[src/rtl/iir_biquad_sequencer.sv]
// Sequential direct-form-I biquad: one multiply per cycle through an external
// combinational sign-magnitude multiplier. Optional sticky sat_flag via IIR_SAT_FLAG_EN.
module iir_biquad_sequencer #(
  parameter int WIDTH = 31,
  parameter int FRAC  = 16,
  parameter int GUARD = 4
) (
  input  logic             clk,
  input  logic             rst,
  input  logic [WIDTH:0]   in_data,
  input  logic             in_valid,
  output logic             in_ready,
  input  logic [WIDTH:0]   coef_b0,
  input  logic [WIDTH:0]   coef_b1,
  input  logic [WIDTH:0]   coef_b2,
  input  logic [WIDTH:0]   coef_a1,
  input  logic [WIDTH:0]   coef_a2,
  output logic [WIDTH:0]   mul_a,
  output logic [WIDTH:0]   mul_b,
  input  logic [WIDTH:0]   mul_result,
  output logic [WIDTH:0]   out_data,
  output logic             out_valid,
  input  logic             out_ready
`ifdef IIR_SAT_FLAG_EN
  ,
  output logic             sat_flag
`endif
);

  localparam int ACC_W = WIDTH + 1 + GUARD;

  if (FRAC >= WIDTH) begin : g_frac_check
    $error("FRAC must leave at least one integer magnitude bit");
  end

  typedef enum logic [1:0] {IDLE, MAC, HOLD} state_t;

  state_t state, state_nxt;
  logic [2:0] tap;
  logic signed [ACC_W-1:0] acc, prod_p0, acc_sum;
  logic [WIDTH:0] x0, x1, x2, y1, y2;

  function automatic logic signed [ACC_W-1:0] to_twos(input logic [WIDTH:0] sm);
    logic signed [ACC_W-1:0] mag;
    mag = $signed({{(GUARD + 1){1'b0}}, sm[WIDTH-1:0]});
    to_twos = sm[WIDTH] ? -mag : mag;
  endfunction

  function automatic logic [ACC_W-1:0] abs_acc(input logic signed [ACC_W-1:0] v);
    abs_acc = v[ACC_W-1] ? $unsigned(-v) : $unsigned(v);
  endfunction

  function automatic logic sat_hit(input logic signed [ACC_W-1:0] v);
    sat_hit = abs_acc(v) > {{(GUARD + 1){1'b0}}, {WIDTH{1'b1}}};
  endfunction

  // Clamp the magnitude; a zero result is always emitted with a positive sign.
  function automatic logic [WIDTH:0] sat_sm(input logic signed [ACC_W-1:0] v);
    logic [ACC_W-1:0] mag;
    mag = abs_acc(v);
    if (sat_hit(v))
      sat_sm = {v[ACC_W-1], {WIDTH{1'b1}}};
    else
      sat_sm = {v[ACC_W-1] && (mag != '0), mag[WIDTH-1:0]};
  endfunction

  assign prod_p0 = to_twos(mul_result);
  assign acc_sum = (tap < 3'd3) ? acc + prod_p0 : acc - prod_p0;

  always_ff @(posedge clk) begin
    if (rst) state <= IDLE;
    else     state <= state_nxt;
  end

  always_comb begin
    state_nxt = state;
    in_ready  = 1'b0;
    mul_a     = '0;
    mul_b     = '0;
    case (state)
      IDLE: begin
        in_ready = 1'b1;
        if (in_valid) state_nxt = MAC;
      end
      MAC: begin
        case (tap)
          3'd0: begin mul_a = x0; mul_b = coef_b0; end
          3'd1: begin mul_a = x1; mul_b = coef_b1; end
          3'd2: begin mul_a = x2; mul_b = coef_b2; end
          3'd3: begin mul_a = y1; mul_b = coef_a1; end
          3'd4: begin mul_a = y2; mul_b = coef_a2; end
          default: begin mul_a = '0; mul_b = '0; end
        endcase
        if (tap == 3'd4) state_nxt = HOLD;
      end
      HOLD: begin
        if (out_ready) state_nxt = IDLE;
      end
      default: state_nxt = IDLE;
    endcase
  end

  // Product of the current tap is folded into acc on every MAC edge.
  always_ff @(posedge clk) begin
    if (rst) begin
      tap       <= '0;
      acc       <= '0;
      x0        <= '0;
      x1        <= '0;
      x2        <= '0;
      y1        <= '0;
      y2        <= '0;
      out_data  <= '0;
      out_valid <= 1'b0;
`ifdef IIR_SAT_FLAG_EN
      sat_flag  <= 1'b0;
`endif
    end else begin
      case (state)
        IDLE: begin
          if (in_valid) begin
            x0  <= in_data;
            acc <= '0;
            tap <= '0;
          end
        end
        MAC: begin
          acc <= acc_sum;
          tap <= tap + 3'd1;
          if (tap == 3'd4) begin
            out_data  <= sat_sm(acc_sum);
            out_valid <= 1'b1;
`ifdef IIR_SAT_FLAG_EN
            if (sat_hit(acc_sum)) sat_flag <= 1'b1;
`endif
          end
        end
        HOLD: begin
          if (out_ready) begin
            x2        <= x1;
            x1        <= x0;
            y2        <= y1;
            y1        <= out_data;
            out_valid <= 1'b0;
          end
        end
        default: ;
      endcase
    end
  end

endmodule

[config.mk]
export PLATFORM = sky130hd
export DESIGN_NAME = iir_biquad_sequencer
export DESIGN_NICKNAME = d
export VERILOG_FILES = /design/src/rtl/iir_biquad_sequencer.sv
export SDC_FILE = /design/constraint.sdc
export NUM_CORES = 1
export LEC_CHECK = 0
export ABC_AREA = 1
export CAP_MARGIN = 20
export CORE_UTILIZATION = 57
export DETAILED_ROUTE_END_ITERATION = 8
export GPL_TIMING_DRIVEN = 0
export PLACE_DENSITY = 0.87
export SLEW_MARGIN = 20
export SYNTH_ARGS = -nofsm -noshare
export SYNTH_HDL_FRONTEND = slang
export SYNTH_SLANG_ARGS = --single-unit
[constraint.sdc]
create_clock -name clk -period 12.1 [get_ports clk]
set_input_delay 1.21 -clock clk [delete_from_list [all_inputs] [get_ports clk]]
set_output_delay 1.21 -clock clk [all_outputs]
set_load 0.05 [all_outputs]
==> flow_summary.ini <==
[yosys]
synth_area_leader_cell = dfxtp_1
ys_seq_area_share_pct = 28.1
syn_avg_cell_area_um2 = 6.08
ys_ff_latch = 234
yosys_warnings = 0
async_flop_share_pct = 0
syn-cell-area_um2 = 16700
synth_flop_cell = dfxtp_1
syn_nets = 3011
syn_inst = 2739
synth_edf_count = 0
synth_top_area_share_pct = 28.1
ys_types = 46
synth_area_leaders = dfxtp_1, nand2_1, inv_1

[die]
die_x_um = 173
ios = 326
die_y_um = 173
core_area_um2 = 28700
rows = 62
start_util_pct = 58.0
dieArea_um2 = 29900

[drt]
first_pass_iters = 6
avgRoutedWirePerCell_um = 19.7
vias_per_cell = 5.94
num_vias = 20800
wl_mm = 68.9
first_iter_violations = 2276
drc_errors = 0
antenna_left = 0

[placement]
io_buffer_count = 323
dp_hpwl_mm = 54.2
placed_cells = 3446
place_area_um2 = 20400
gp_congestion = 1.04
dpl_worst_slack_ns = 4.52

[finish]
nets = 3360
design_area_um2 = 21200
fillers = 2377
synthToLayoutAreaGrowth_pct = 27.5
ff_latch_area_um2 = 4680
multiInputGateArea_um2 = 9900
drive_above_1_share_pct = 2.83
instances_no_fill = 3496

[global_routing]
grt_pass1_wl_mm = 106
overflow = 0
grt_max_degree = 15
antenna_found_initial = 8
grt_pass1_vias = 19700
track_usage_pct = 44.3

[timing]
fmax_mhz = 136
setup_tns_ns = 0
tightest_slew_ns = 0.885
fin_crit_ns = 7.34
slew_violations = 0
rsz0062_at_grt = no
timing.final.crit_share_pct = 60.6
finalHoldViolCount = 0
clock_skew_ns = 0.0125
finalSetupViolCount = 0
timing.slew.headroom_pct = 40.6
setup_ws_ns = 4.76

[setup_path]
rrSetupSlack_ns = 6.13
end_kind = flip-flop
r2r-start = tap[1]
startpoint = mul_result[0]
r2r.worst_path.cells = 26
cpPeakStageDelay_ns = 0.62
worstSetupStartpointType = input pin
path_class = input pin to flip-flop
crit_slowest_cell = clkdlybuf4s50_1
timing.rr.end = out_data[26]
cp_common_cell = nand2_1
critPathMaxFanout = 10
arrival_ns = 7.73
crit_required_ns = 12.49

[clock_network]
cts_tree = yes
postCtsHoldBufs = 0
clockRootBuffer = clkbuf_16
h-tree-depth = 1
insertion_delay_ns = 0.54
clock_path_buffers = 3
cts_resized = 0
cts_num_sinks = 234
post_cts.repair.setup_buffers = 0
clkSlewWorstSetupHoldPaths_ns = 0.06
cts_buffers = 24

[run_status]
status = completed

[flow_run]
maxCapViolCount = 0

[worst_hold_path]
hold_depth = 2
hold_path_startpoint = y2[15]
holdPathEnd = y2[15]
hp-class = flip-flop to flip-flop

[power]
ir_drop_mv = 0.114
leakagePower_nw = 8.94
power.density_nw_per_um2 = 119
[area by class of cell]
type	count	area share [%]
clock inverter	9	0.666
timing repair buffer	323	15.2
buffer	143	2.79
inverter	397	7.02
sequential	234	22.1
tap	384	2.26
antenna	7	0.0825
clock buffer	34	3.29
multi-input combinational	1965	46.6
[worst max-delay path: cells and delay by family]
kind	cells	cell delay (ns)
adders and majority gates	2	0.64
xor gates and xnor gates	1	0.15
buffers and inverters	8	1.42
and+or+nand+nor	24	3.52
AOI/OAI and AO/OA	4	0.76
[synth_stat cells, types with 3 or more instances]
cell type	number
nand3_2	3
a32o_1	18
inv_1	393
xnor2_1	24
inv_2	4
dfxtp_1	234
nand4_1	26
clkbuf_1	124
buf_2	3
a221oi_1	7
o21ai_0	230
o31ai_1	3
a31oi_1	45
nand2_1	674
o22ai_1	64
o21ai_1	7
a21oi_1	205
nor2_2	5
a311oi_1	50
xor2_1	53
nor2_4	4
buf_1	6
or2_2	5
nor3_1	22
nand2_2	8
nand3b_1	14
buf_4	6
ha_1	43
nor2_1	299
buf_6	4
nand3_1	137
[flip-flops by register name, summed over array words and instances (netlist names)]
name and count:
acc 36, x2 32, out_valid 1, out_data 32
y2 32, x0 32, y1 32, x1 32
state 2, tap 3
[through the flow]
step | power [mW] | util, % | hold slack (ns)
after floorplan | 1.39 | - | 0.430
final | 2.52 | 74.0 | 0.456
after global placement | 1.69 | 71.0 | 0.438
after detailed placement | 1.71 | 71.0 | 0.444
after global routing | 2.61 | 74.0 | 0.473
after CTS | 2.48 | 73.9 | 0.455
[logic make-up (layout without fill, tap and decap cells)]
family | Yosys count | in the layout | share of synthesized area, %
DFF | 234 | 234 | 28.1
buffers and inverters | 540 | 906 | 12.5
adders and majority gates | 44 | 44 | 3.35
AOI/OAI and AO/OA | 639 | 639 | 22.1
and+or+nand+nor | 1205 | 1205 | 29.9
xor gates and xnor gates | 77 | 77 | 4.05
other | 0 | 7 | 0
[worst max path at each step]
stage	endpoint	slack (ns)	cells past startpoint
6_report	out_data[31]	4.76	39
4_1_cts	out_data[31]	5.03	42
5_1_grt	out_data[31]	4.18	42
3_3_place_gp	out_data[31]	4.67	39
2_1_floorplan	out_data[31]	6.37	39
3_5_place_dp	out_data[31]	4.52	39
[power breakdown]
group	internal [mW]	switching [mW]
Combinational	0.301	0.617
Sequential	0.792	0.0164
Clock	0.467	0.329
Total	1.56	0.962
[per-layer routing]
layer | share of wire, % | routed length (um) | vias to the layer above | track usage (%)
li1 | - | - | 9684 | -
met1 | 35 | 24200 | 9384 | 47.5
met2 | 46 | 31600 | 1328 | 75.3
met3 | 10 | 6990 | 382 | 10.6
met4 | 8.9 | 6100 | 2 | 34.5
met5 | 0.020 | 14 | - | 0
[layout by cell type (no fill, tap or decap), types with 4 or more instances in the layout]
master	n
buf_4	6
or2_2	5
dfxtp_1	234
clkbuf_16	24
nand3b_1	14
nor2_2	5
xor2_1	53
inv_1	393
xnor2_1	24
buf_6	4
o21ai_0	230
a221oi_1	7
buf_1	6
ha_1	43
clkbuf_1	128
nor2_4	4
diode_2	7
o22ai_1	64
clkbuf_8	6
nand4_1	26
a21oi_1	205
inv_2	4
clkdlybuf4s50_1	323
a32o_1	18
nand2_2	8
a31oi_1	45
nand3_1	137
nor2_1	299
nand2_1	674
o21ai_1	7
a311oi_1	49
nor3_1	22
Power figures use the tool's default switching activity.
